===== src/rtl/req_ack_arbiter.sv =====
// req_ack_arbiter
//   Round-robin arbiter that shares one downstream single-cycle req/ack
//   responder among N_REQ level-requesting clients. Only one transaction is
//   outstanding at a time: IDLE -> ISSUE -> WAIT -> RELEASE -> IDLE.
//
// Parameters
//   N_REQ    number of requesters (2..16)
//   TIMEOUT  maximum number of WAIT cycles for the downstream ack (>= 3)
//
// Ports
//   clk       rising-edge clock
//   rst       asynchronous active-high reset
//   req_i     level requests, bit i belongs to requester i
//   ack_o     one-cycle completion pulse to the granted requester
//   err_o     one-cycle timeout pulse to the granted requester
//   grant_o   one-hot current owner, zero when idle
//   dn_req_o  one-cycle request pulse to the downstream responder
//   dn_ack_i  downstream ack pulse (honoured only in WAIT)
//   busy_o    high whenever the arbiter is not idle
module req_ack_arbiter #(
  parameter int unsigned N_REQ   = 4,
  parameter int unsigned TIMEOUT = 15
) (
  input  logic             clk,
  input  logic             rst,
  input  logic [N_REQ-1:0] req_i,
  output logic [N_REQ-1:0] ack_o,
  output logic [N_REQ-1:0] err_o,
  output logic [N_REQ-1:0] grant_o,
  output logic             dn_req_o,
  input  logic             dn_ack_i,
  output logic             busy_o
);

  localparam int unsigned IW = $clog2(N_REQ);
  localparam int unsigned TW = $clog2(TIMEOUT);

  typedef enum logic [1:0] {
    S_IDLE,
    S_ISSUE,
    S_WAIT,
    S_RELEASE
  } state_t;

  state_t         state_q, state_d;
  logic [IW-1:0]  last_q, last_d;
  logic [IW-1:0]  gnt_idx_q, gnt_idx_d;
  logic [TW-1:0]  timer_q, timer_d;

  logic           found;
  logic [IW-1:0]  winner;
  int unsigned    scan;
  logic           hit;
  logic [N_REQ-1:0] gnt_onehot;

  // Round-robin search starting one past the last served requester.
  always_comb begin
    found  = 1'b0;
    winner = '0;
    scan   = 0;
    for (int unsigned i = 0; i < N_REQ; i++) begin
      scan = 32'(last_q) + 32'd1 + i;
      if (scan >= N_REQ) begin
        scan = scan - N_REQ;
      end
      if (!found && req_i[IW'(scan)]) begin
        found  = 1'b1;
        winner = IW'(scan);
      end
    end
  end

  always_comb begin
    state_d   = state_q;
    last_d    = last_q;
    gnt_idx_d = gnt_idx_q;
    timer_d   = timer_q;
    hit       = 1'b0;
    case (state_q)
      S_IDLE: begin
        if (found) begin
          gnt_idx_d = winner;
          state_d   = S_ISSUE;
        end
      end
      S_ISSUE: begin
        timer_d = '0;
        state_d = S_WAIT;
      end
      S_WAIT: begin
        // Ack is tested first so a last-cycle ack beats the timeout.
        if (dn_ack_i) begin
          hit     = 1'b1;
          state_d = S_RELEASE;
        end else if (timer_q == TW'(TIMEOUT - 1)) begin
          state_d = S_RELEASE;
        end else begin
          timer_d = timer_q + 1'b1;
        end
      end
      S_RELEASE: begin
        last_d  = gnt_idx_q;
        state_d = S_IDLE;
      end
      default: begin
        state_d = S_IDLE;
      end
    endcase
    gnt_onehot = {{(N_REQ-1){1'b0}}, 1'b1} << gnt_idx_d;
  end

  // Outputs are decoded from the next state and registered alongside it,
  // so each output reflects the state it is registered with, flop-direct.
  always_ff @(posedge clk or posedge rst) begin
    if (rst) begin
      state_q   <= S_IDLE;
      last_q    <= IW'(N_REQ - 1);
      gnt_idx_q <= '0;
      timer_q   <= '0;
      grant_o   <= '0;
      ack_o     <= '0;
      err_o     <= '0;
      dn_req_o  <= 1'b0;
      busy_o    <= 1'b0;
    end else begin
      state_q   <= state_d;
      last_q    <= last_d;
      gnt_idx_q <= gnt_idx_d;
      timer_q   <= timer_d;
      grant_o   <= (state_d != S_IDLE) ? gnt_onehot : '0;
      ack_o     <= (state_d == S_RELEASE && hit)  ? gnt_onehot : '0;
      err_o     <= (state_d == S_RELEASE && !hit) ? gnt_onehot : '0;
      dn_req_o  <= (state_d == S_ISSUE);
      busy_o    <= (state_d != S_IDLE);
    end
  end

endmodule

===== config.mk =====
export PLATFORM = sky130hd
export DESIGN_NAME = req_ack_arbiter
export DESIGN_NICKNAME = d
export VERILOG_FILES = /design/src/rtl/req_ack_arbiter.sv
export SDC_FILE = /design/constraint.sdc
export NUM_CORES = 1
export LEC_CHECK = 0
export CORE_UTILIZATION = 45
export DETAILED_ROUTE_END_ITERATION = 10
export PLACE_DENSITY = 0.72
export SLEW_MARGIN = 5
export SYNTH_ARGS = -nofsm -noshare
export SYNTH_HDL_FRONTEND = slang
export SYNTH_SLANG_ARGS = --single-unit

===== constraint.sdc =====
create_clock -name clk -period 3.19 [get_ports clk]
set_input_delay 0.4785 -clock clk [delete_from_list [all_inputs] [get_ports clk]]
set_output_delay 0.4785 -clock clk [all_outputs]
set_load 0.01 [all_outputs]

==> metrics.cfg <==
[clock_network]
clockRootBuffer = clkbuf_4
cts_setup_buffers = 0
h-tree-depth = 1
cts_made_buffers = 3
clk_pin_slew_ps = 120
hold_buffers = 0
clk-insertion-delay-late_ps = 300
cts_tree = built
clock_sinks = 24
cts_resized = 0
cts_buffer_depth = 2

[logic_synthesis]
syn_inst = 97
synth_nets = 111
yosysWarnings = 0
ys_ff_latch = 24
synthesis.area_um2 = 1094
ys_types = 31
yosysSeqAreaShare_pct = 55.15
post_synth.cell_area_avg_um2 = 11.27

[layout]
register_area_um2 = 603.1
fillers = 211
drive_gt1_share_pct = 10.74
final_cell_area_um2 = 1381
finalNonFillerCells = 149
diodes = 0
multiInputGateArea_um2 = 457.9
area_delta_synth_final_pct = 26.32
final_cell_mix = dfrtp_1 (22), clkdlybuf4s50_1 (20), nor3_1 (13)
final_common_cell = dfrtp_1
layout.nets = 136

[detailed_routing]
drtAntennaViolNets = 0
num_vias = 774
drc = 0
wl_per_cell_um = 13.37
drt_first_pass_iters = 6
drt_iter0_markers = 6
vias_per_cell = 5.195
drt_wl_total_um = 1992

[floorplan]
io_pins = 21
die_area_um2 = 2631
core-area_um2 = 2255
dieHeight_um = 51.30
die_w_um = 51.30
fp-row-count = 17
initial_core_util_pct = 48.50

[global_routing]
grt_pass1_vias = 770
grt_usage_pct = 16.96
grt_overflow = 0
grt_antenna_before_repair = 0
grt_max_degree = 25
grt_pass1_wl_um = 3277

[sta]
final_max_slew_viol_count = 0
setup_viol = 0
rsz0062_at_grt = false
fin_crit_sh_pct = 58.96
relSlewSlack_pct = 42.47
finalHoldViolations = 0
hold-worst-slack_ps = 544.2
finalClockSkew_ps = 0.9796
fin_tns_setup_ps = 0
finalCriticalPeriod_ps = 1881
max_freq_mhz = 531.7
tightest_slew_ps = 862.0

[worst_setup_path]
crit_arrival_ps = 2100
critical_path.max_fanout = 7
path_class = in2reg
cp.required_ps = 3410
start_kind = primary input
endpoint_kind = flop

[min_path]
min_path_type = reg2reg

[pwr]
p_leak_nw = 0.6258
cellPowerDensity_nw_per_um2 = 937.9
peakVddDrop_uv = 465.6

[place]
place_area_um2 = 1329
dp.cells = 145
dp_hpwl_um = 1494
io_buffers = 20
gp_congestion = 0.7583

[job]
timing.max_cap.violations = 0

[outcome]
status = completed

## state kept, by name (all words and copies together) (netlist names)
name,cells
gnt_idx_q,2
err_o,4
timer_q,4
ack_o,4
state_q,2
busy_o,1
last_q,2
dn_req_o,1
grant_o,4
## power breakdown
group | switching (mW) | total (mW) | leakage [nW] | internal [mW]
Clock | 0.0865 | 0.213 | 0.0279 | 0.127
Combinational | 0.322 | 0.595 | 0.289 | 0.273
Sequential | 0.0690 | 0.487 | 0.309 | 0.418
## per-layer routing
| layer | global-route usage (%) | part of all wire (%) | vias up |
|---|---|---|---|
| li1 | - | - | 392 |
| met1 | 21.81 | 47 | 366 |
| met2 | 26.97 | 49 | 14 |
| met3 | 2.976 | 3.5 | 2 |
| met4 | 9.459 | 0.80 | 0 |
| met5 | 0 | 0 | - |
## final timing paths
kind	start	to	slack (ps)	depth (start not counted)
worst max-delay path	req_i[2]	err_o[1]	1310	6
worst min-delay path	gnt_idx_q[1]	last_q[1]	540	1
worst max register to register	timer_q[0]	grant_o[0]	1340	6
worst min register to register	gnt_idx_q[1]	last_q[1]	540	1
max in group asynchronous	rst	state_q[0]	2030	2
min in group asynchronous	rst	ack_o[0]	630	2
## logic make-up after synthesis
| logic type | Yosys count | share of synthesized area, % |
|---|---|---|
| simple gates | 39 | 19.34 |
| flops | 24 | 55.15 |
| compound gates | 14 | 9.955 |
| buf+inv | 8 | 2.975 |
| fa+ha+maj | 7 | 8.009 |
| mux | 3 | 2.975 |
| xor+xnor | 2 | 1.602 |
## metrics by stage
| step | util (%) | power (mW) | worst slack [ps] |
|---|---|---|---|
| 6_report | 61.27 | 1.295 | 1309 |
| 5_1_grt | 61.27 | 1.387 | 1135 |
| 4_1_cts | 61.27 | 1.308 | 1299 |
| 3_5_place_dp | 58.93 | 1.090 | 979.4 |
| 3_3_place_gp | 58.93 | 1.070 | 1016 |
| 2_1_floorplan | - | 0.8872 | 1626 |
## cell usage after synthesis
cell type  instances  share of area [%]
ha_1               7                8.0
o211ai_1           1               0.69
or2b_1             1               0.69
dfstp_2            2                4.8
a31o_2             1               0.80
mux2i_1            1               0.92
o2111ai_1          1               0.80
nand2_1            3                1.0
o41a_1             1                1.0
nand3_1            5                2.3
mux2_2             2                2.1
nor2b_1            2                1.1
o21ai_0            3                1.4
inv_2              1               0.34
nor3_1            13                5.9
xor2_1             2                1.6
inv_1              6                2.1
nand4bb_1          1                1.0
a22oi_1            1               0.69
a211o_1            1               0.80
nor2_1             5                1.7
or2_2              1               0.57
a31oi_1            3                1.7
nand2b_1           4                2.3
and2b_1            1               0.69
or3b_1             1               0.80
dfrtp_1           22                 50
and3_1             2                1.1
a21oi_1            1               0.46
inv_4              1               0.57
o31a_4             1                1.6
## critical path, cell delays in order
cell             delay [ps]
clkdlybuf4s50_1         490
or3b_1                  410
a31oi_1                 210
o31a_4                  220
inv_4                    60
nor3_1                  230
## area by class of cell
cell class | instances | share of cell area, %
Sequential cell | 24 | 43.66
Multi-Input combinational cell | 65 | 33.15
Timing Repair Buffer | 20 | 14.49
Tap cell | 28 | 2.536
Inverter | 8 | 2.355
Clock inverter | 1 | 2.174
Clock buffer | 3 | 1.630
Note: power is estimated with default switching activity, not from simulation.
